### config.mk
export PLATFORM = sky130hd
export DESIGN_NAME = ama_riscv_hazard_ctrl
export DESIGN_NICKNAME = d
export VERILOG_FILES = /design/src/rtl/ama_riscv_hazard_ctrl.sv
export SDC_FILE = /design/constraint.sdc
export NUM_CORES = 1
export LEC_CHECK = 0
export BUFFER_PORTS_ARGS = -buffer_cell sky130_fd_sc_hd__buf_4
export CORE_MARGIN = 3
export CORE_UTILIZATION = 53
export DETAILED_ROUTE_END_ITERATION = 12
export HOLD_SLACK_MARGIN = 0.1
export PLACE_DENSITY = 0.8
export SLEW_MARGIN = 30
export SYNTH_ARGS = -nofsm -noshare
export SYNTH_HDL_FRONTEND = slang
export SYNTH_SLANG_ARGS = --single-unit
### constraint.sdc
create_clock -name clk -period 3.2 [get_ports clk]
set_input_delay 0.64 -clock clk [delete_from_list [all_inputs] [get_ports clk]]
set_output_delay 0.64 -clock clk [all_outputs]
set_load 0.005 [all_outputs]
### src/rtl/ama_riscv_hazard_ctrl.sv
// Hazard and forwarding controller for the ama-riscv pipeline.
// A shift-register scoreboard follows every in-flight register write through
// STAGES post-decode stages (index 0 = exe). Decode gets a per-operand forward
// select (0 = regfile, k = result of stage k-1). A load-use hazard stalls
// decode and injects a bubble. A saturating counter tallies hazard-stall cycles.
module ama_riscv_hazard_ctrl #(
    parameter int STAGES     = 2,
    parameter int LOAD_STAGE = 1,
    parameter int CNT_W      = 32,
    parameter int SEL_W      = $clog2(STAGES + 1)
) (
    input  logic             clk,
    input  logic             rst,
    input  logic             dec_valid,
    input  logic [4:0]       dec_rs1,
    input  logic [4:0]       dec_rs2,
    input  logic             dec_rs1_used,
    input  logic             dec_rs2_used,
    input  logic [4:0]       dec_rd,
    input  logic             dec_rd_we,
    input  logic             dec_load,
    input  logic             flush,
    input  logic             hold,
    output logic             stall_dec,
    output logic [SEL_W-1:0] fwd_a_sel,
    output logic [SEL_W-1:0] fwd_b_sel,
    output logic [CNT_W-1:0] stall_cnt
);

    // Scoreboard: entry i describes the instruction currently in stage i.
    // Only the valid bits are control state; rd/load are payload and are
    // meaningful only while the matching valid bit is set.
    logic [STAGES-1:0] sb_vld;
    logic [4:0]        sb_rd [STAGES];
    logic [STAGES-1:0] sb_ld;

    logic haz_a;
    logic haz_b;
    logic accept;

    // Saturating increment: hold at all-ones instead of wrapping.
    function automatic logic [CNT_W-1:0] sat_inc(input logic [CNT_W-1:0] v);
        return (&v) ? v : v + 1'b1;
    endfunction

    // Youngest-match search per operand. Scanning from the oldest stage towards
    // stage 0 lets the youngest match overwrite older ones, so both the select
    // and the load-use flag come from the youngest producer only.
    always_comb begin
        fwd_a_sel = '0;
        fwd_b_sel = '0;
        haz_a     = 1'b0;
        haz_b     = 1'b0;
        for (int i = STAGES - 1; i >= 0; i--) begin
            if (dec_rs1_used && (dec_rs1 != 5'd0) && sb_vld[i] && (sb_rd[i] == dec_rs1)) begin
                fwd_a_sel = SEL_W'(i + 1);
                haz_a     = sb_ld[i] && (i < LOAD_STAGE);
            end
            if (dec_rs2_used && (dec_rs2 != 5'd0) && sb_vld[i] && (sb_rd[i] == dec_rs2)) begin
                fwd_b_sel = SEL_W'(i + 1);
                haz_b     = sb_ld[i] && (i < LOAD_STAGE);
            end
        end
    end

    // A redirect kills the decode instruction, so flush overrides any stall.
    assign stall_dec = dec_valid && (haz_a || haz_b) && !flush;

    // Only a live, non-stalled, non-flushed writer of a real register occupies
    // a scoreboard slot; everything else enters stage 0 as a bubble.
    assign accept = dec_valid && !stall_dec && !flush && dec_rd_we && (dec_rd != 5'd0);

    // Control state: valid bits advance and the stall counter counts unless frozen.
    always_ff @(posedge clk) begin
        if (rst) begin
            sb_vld    <= '0;
            stall_cnt <= '0;
        end else if (!hold) begin
            for (int k = STAGES - 1; k >= 1; k--) begin
                sb_vld[k] <= sb_vld[k-1];
            end
            sb_vld[0] <= accept;
            if (stall_dec) begin
                stall_cnt <= sat_inc(stall_cnt);
            end
        end
    end

    // Payload: destination and load flag shift alongside the valid bits.
    always_ff @(posedge clk) begin
        if (!hold) begin
            for (int k = STAGES - 1; k >= 1; k--) begin
                sb_rd[k] <= sb_rd[k-1];
                sb_ld[k] <= sb_ld[k-1];
            end
            sb_rd[0] <= dec_rd;
            sb_ld[0] <= dec_load;
        end
    end

endmodule

==> flow_summary.toml <==
[final_layout]
fin_cells = 368
finalInstanceArea_um2 = 2950
syn_to_final_growth_pct = 24.8
nFillCells = 346
antenna_cells = 0
finalCoreUtilization_pct = 71.1
final_nets = 342
post_route_cells_drive_above_1_share_pct = 25.8

[global_route]
first_global_vias = 2005
grt_util_all_layers_pct = 22.1
grt_start_max_net_pins = 41
overflow = 0
grt_first_pass_wirelength_mm = 9.23
grt_antenna_before_repair = 0

[placed_design]
detailed_place_hpwl_mm = 4.19
place_inst = 360
port-buffer-count = 60
placement.cell_area_um2 = 2860
gp_routability_congestion = 0.876

[critical_path]
critical_path_arrival_ps = 2180
critPathMaxStageDelay_ps = 690
worstPathMaxFanout = 10
worst_setup_path_start_kind = "flop"
critical_path.slowest_cell = "sky130_fd_sc_hd__nor3_2"
worst_path_most_repeated_cell = "sky130_fd_sc_hd__nor2_1"
end_kind = "primary output"
critical_path_class = "reg2out"
path_cells = "xnor2_1, nand4_1, nor3_2, nor2_1, nor2_1, buf_4"
worstPathRequired_ps = 2560

[synth]
yosysWarnings = 0
synthDominantAreaCellType = "sky130_fd_sc_hd__dfxtp_1"
synth.top_cell.area_share_pct = 28.8
post_synth_net_total = 282
ys_dominant_reg_cell = "sky130_fd_sc_hd__dfxtp_1"
ys_top_cells_by_area = "sky130_fd_sc_hd__dfxtp_1, sky130_fd_sc_hd__edfxtp_1, sky130_fd_sc_hd__xnor2_1, sky130_fd_sc_hd__xor2_1, sky130_fd_sc_hd__a21oi_1"
synth.yosys.seq_area_share_pct = 42.8
netlist-cell-type-count = 38
post_synth_inst_count = 257
synthesis.area_per_instance_um2 = 9.19
synth_async_sr_flop_share_pct = 0
synth.ff_latch_count = 45
synth_area_um2 = 2360
synth_enable_flop_cells = 11

[clocking]
cts_buffer_depth = 2
cts_setup_buffers = 0
quantity_of_gates_resized_following_cts = 0
cts_buffers = 5
clkSinkCount = 45
clk-insertion-delay-late_ps = 300
cts_tree = "done"
cts_htree_levels = 2
cts_root_buf = "sky130_fd_sc_hd__clkbuf_8"
clk_pin_slew_ps = 80
postCtsHoldBufs = 0

[sta]
worst_pin_slew_ps = 831
slew_viol_final = 0
setup_repair_after_global_routing_missed_its_margin = "false"
fin_setup_tns_ps = 0
finalCritPeriodShare_pct = 88.1
fmax_mhz = 355
slew_headroom_pct = 44.3
clock-skew-final_ps = 6.60
finalSetupViolations = 0
hold_viol_final = 0
post-route-min-period_ps = 2820

[floorplan]
die_y_um = 72.7
die-width_um = 72.7
dieArea_um2 = 5290
std_cell_rows = 23
floorplan.initialDensity_pct = 57.0
floorplan.core_area_um2 = 4140
ioPinCount = 61

[pwr]
leakagePower_nw = 1.03
power.density_nw_per_um2 = 349
switching_share_pct = 23.4
power.total_w = 0.00103
clockPowerShare_pct = 33.7
comb_power_share_pct = 7.2
intPower_w = 0.000787
total_switching_power_w = 0.000241
maximum_ir_drop_on_the_vdd_rail_mv = 0.373
seq_power_share_pct = 59.1

[job]
max_cap_violations = 0

[hold_path]
timing.hold.worst.class = "in2reg"

[status]
run_status = "completed"

[routing]
number_of_nets_still_failing_antenna_checks_after_routing = 0
drt-total-wl_mm = 5.63
drtPass1Iterations = 4
violation_count_after_the_first_detailed_routing_iteration = 128
viasPerCell = 5.94
detail_route.drc_violations = 0
vias = 2187
drt-wirelength-per-cell_um = 15.3
## final timing paths
| check | start | to | slack, ps | cells after the start |
|---|---|---|---|---|
| max reg2reg | sb_rd[0][1] | stall_cnt[28] | 610 | 7 |
| min | dec_load | sb_ld[0] | 510 | 1 |
| min reg2reg | stall_cnt[31] | stall_cnt[31] | 510 | 2 |
| max | sb_rd[0][1] | stall_dec | 380 | 6 |
## layout by cell type, fill, tap and decap left out, types with 13 or more instances in the layout
cell type,n
sky130_fd_sc_hd__o21ai_0,14
sky130_fd_sc_hd__buf_4,61
sky130_fd_sc_hd__nor2_1,19
sky130_fd_sc_hd__nand4_1,16
sky130_fd_sc_hd__dfxtp_1,34
sky130_fd_sc_hd__a21oi_1,21
sky130_fd_sc_hd__nand2_1,13
sky130_fd_sc_hd__xnor2_1,14
sky130_fd_sc_hd__xor2_1,13
sky130_fd_sc_hd__or4_1,14
## layer usage
| layer | global-route usage, % | share of wire (%) | vias to the layer above | wire length [um] |
|---|---|---|---|---|
| li1 | - | - | 1087 | - |
| met4 | 5.94 | 0.85 | 0 | 48 |
| met1 | 31.7 | 49 | 1041 | 2740 |
| met2 | 33.4 | 46 | 51 | 2580 |
| met3 | 5.10 | 4.7 | 8 | 264 |
| met5 | 0 | 0 | - | 0 |
## through the flow
step	hold WS (ps)	setup WS (ps)
2_1_floorplan	462	718
3_3_place_gp	490	435
3_5_place_dp	498	384
4_1_cts	509	336
5_1_grt	502	146
6_report	513	381
## power groups by stage
stage / combinational (W) / sequential [W] / clock [W]
floorplan: 0.0000393 / 0.000615 / 0
global placement: 0.0000736 / 0.000620 / 0
detailed placement: 0.0000741 / 0.000621 / 0
CTS: 0.0000742 / 0.000607 / 0.000353
global route: 0.0000809 / 0.000609 / 0.000375
finish: 0.0000740 / 0.000608 / 0.000346
## final cells by class
type	instances	area (um2)	area share (%)
tap	50	62.6	2.12
multi-input combinational	195	1280	43.4
clock inverter	2	15.0	0.510
clock buffer	6	72.6	2.46
timing repair buffer	62	478	16.2
inverter	8	30.0	1.02
sequential	45	1010	34.3
## cells in the mapped netlist, types with 3 or more instances
library cell / instances
sky130_fd_sc_hd__or4_1: 14
sky130_fd_sc_hd__nand3_1: 11
sky130_fd_sc_hd__nor4_1: 6
sky130_fd_sc_hd__nor3_1: 5
sky130_fd_sc_hd__clkbuf_1: 4
sky130_fd_sc_hd__nor2b_1: 4
sky130_fd_sc_hd__or3_1: 9
sky130_fd_sc_hd__o21ai_0: 14
sky130_fd_sc_hd__xor2_1: 13
sky130_fd_sc_hd__a21oi_1: 21
sky130_fd_sc_hd__dfxtp_1: 34
sky130_fd_sc_hd__nand2_1: 13
sky130_fd_sc_hd__o31ai_1: 10
sky130_fd_sc_hd__nor2_1: 19
sky130_fd_sc_hd__and3_1: 3
sky130_fd_sc_hd__edfxtp_1: 11
sky130_fd_sc_hd__inv_1: 8
sky130_fd_sc_hd__buf_2: 4
sky130_fd_sc_hd__o211ai_1: 3
sky130_fd_sc_hd__xnor2_1: 14
sky130_fd_sc_hd__nand4_1: 16
## registers in the layout, summed over array words and instances (netlist names)
signal and flops:
sb_vld 2, sb_rd 10, sb_ld 1, stall_cnt 32
## critical path, delay by kind of cell (launching register included)
kind          cells  cell delay, ps
xor+xnor          1             210
buf+inv           1             130
flops             1             480
simple gates      4            1060
## cell families (layout without fill, tap and decap cells)
| family | Yosys count | count (layout) | share of synthesized area [%] |
|---|---|---|---|
| xor gates and xnor gates | 27 | 27 | 10.0 |
| muxes | 4 | 4 | 1.80 |
| and+or+nand+nor | 107 | 107 | 25.9 |
| AOI/OAI and AO/OA | 56 | 56 | 15.7 |
| buffers and inverters | 17 | 78 | 3.23 |
| DFF | 45 | 45 | 42.8 |
| adders and majority gates | 1 | 1 | 0.530 |
Power figures use the tool's default switching activity.
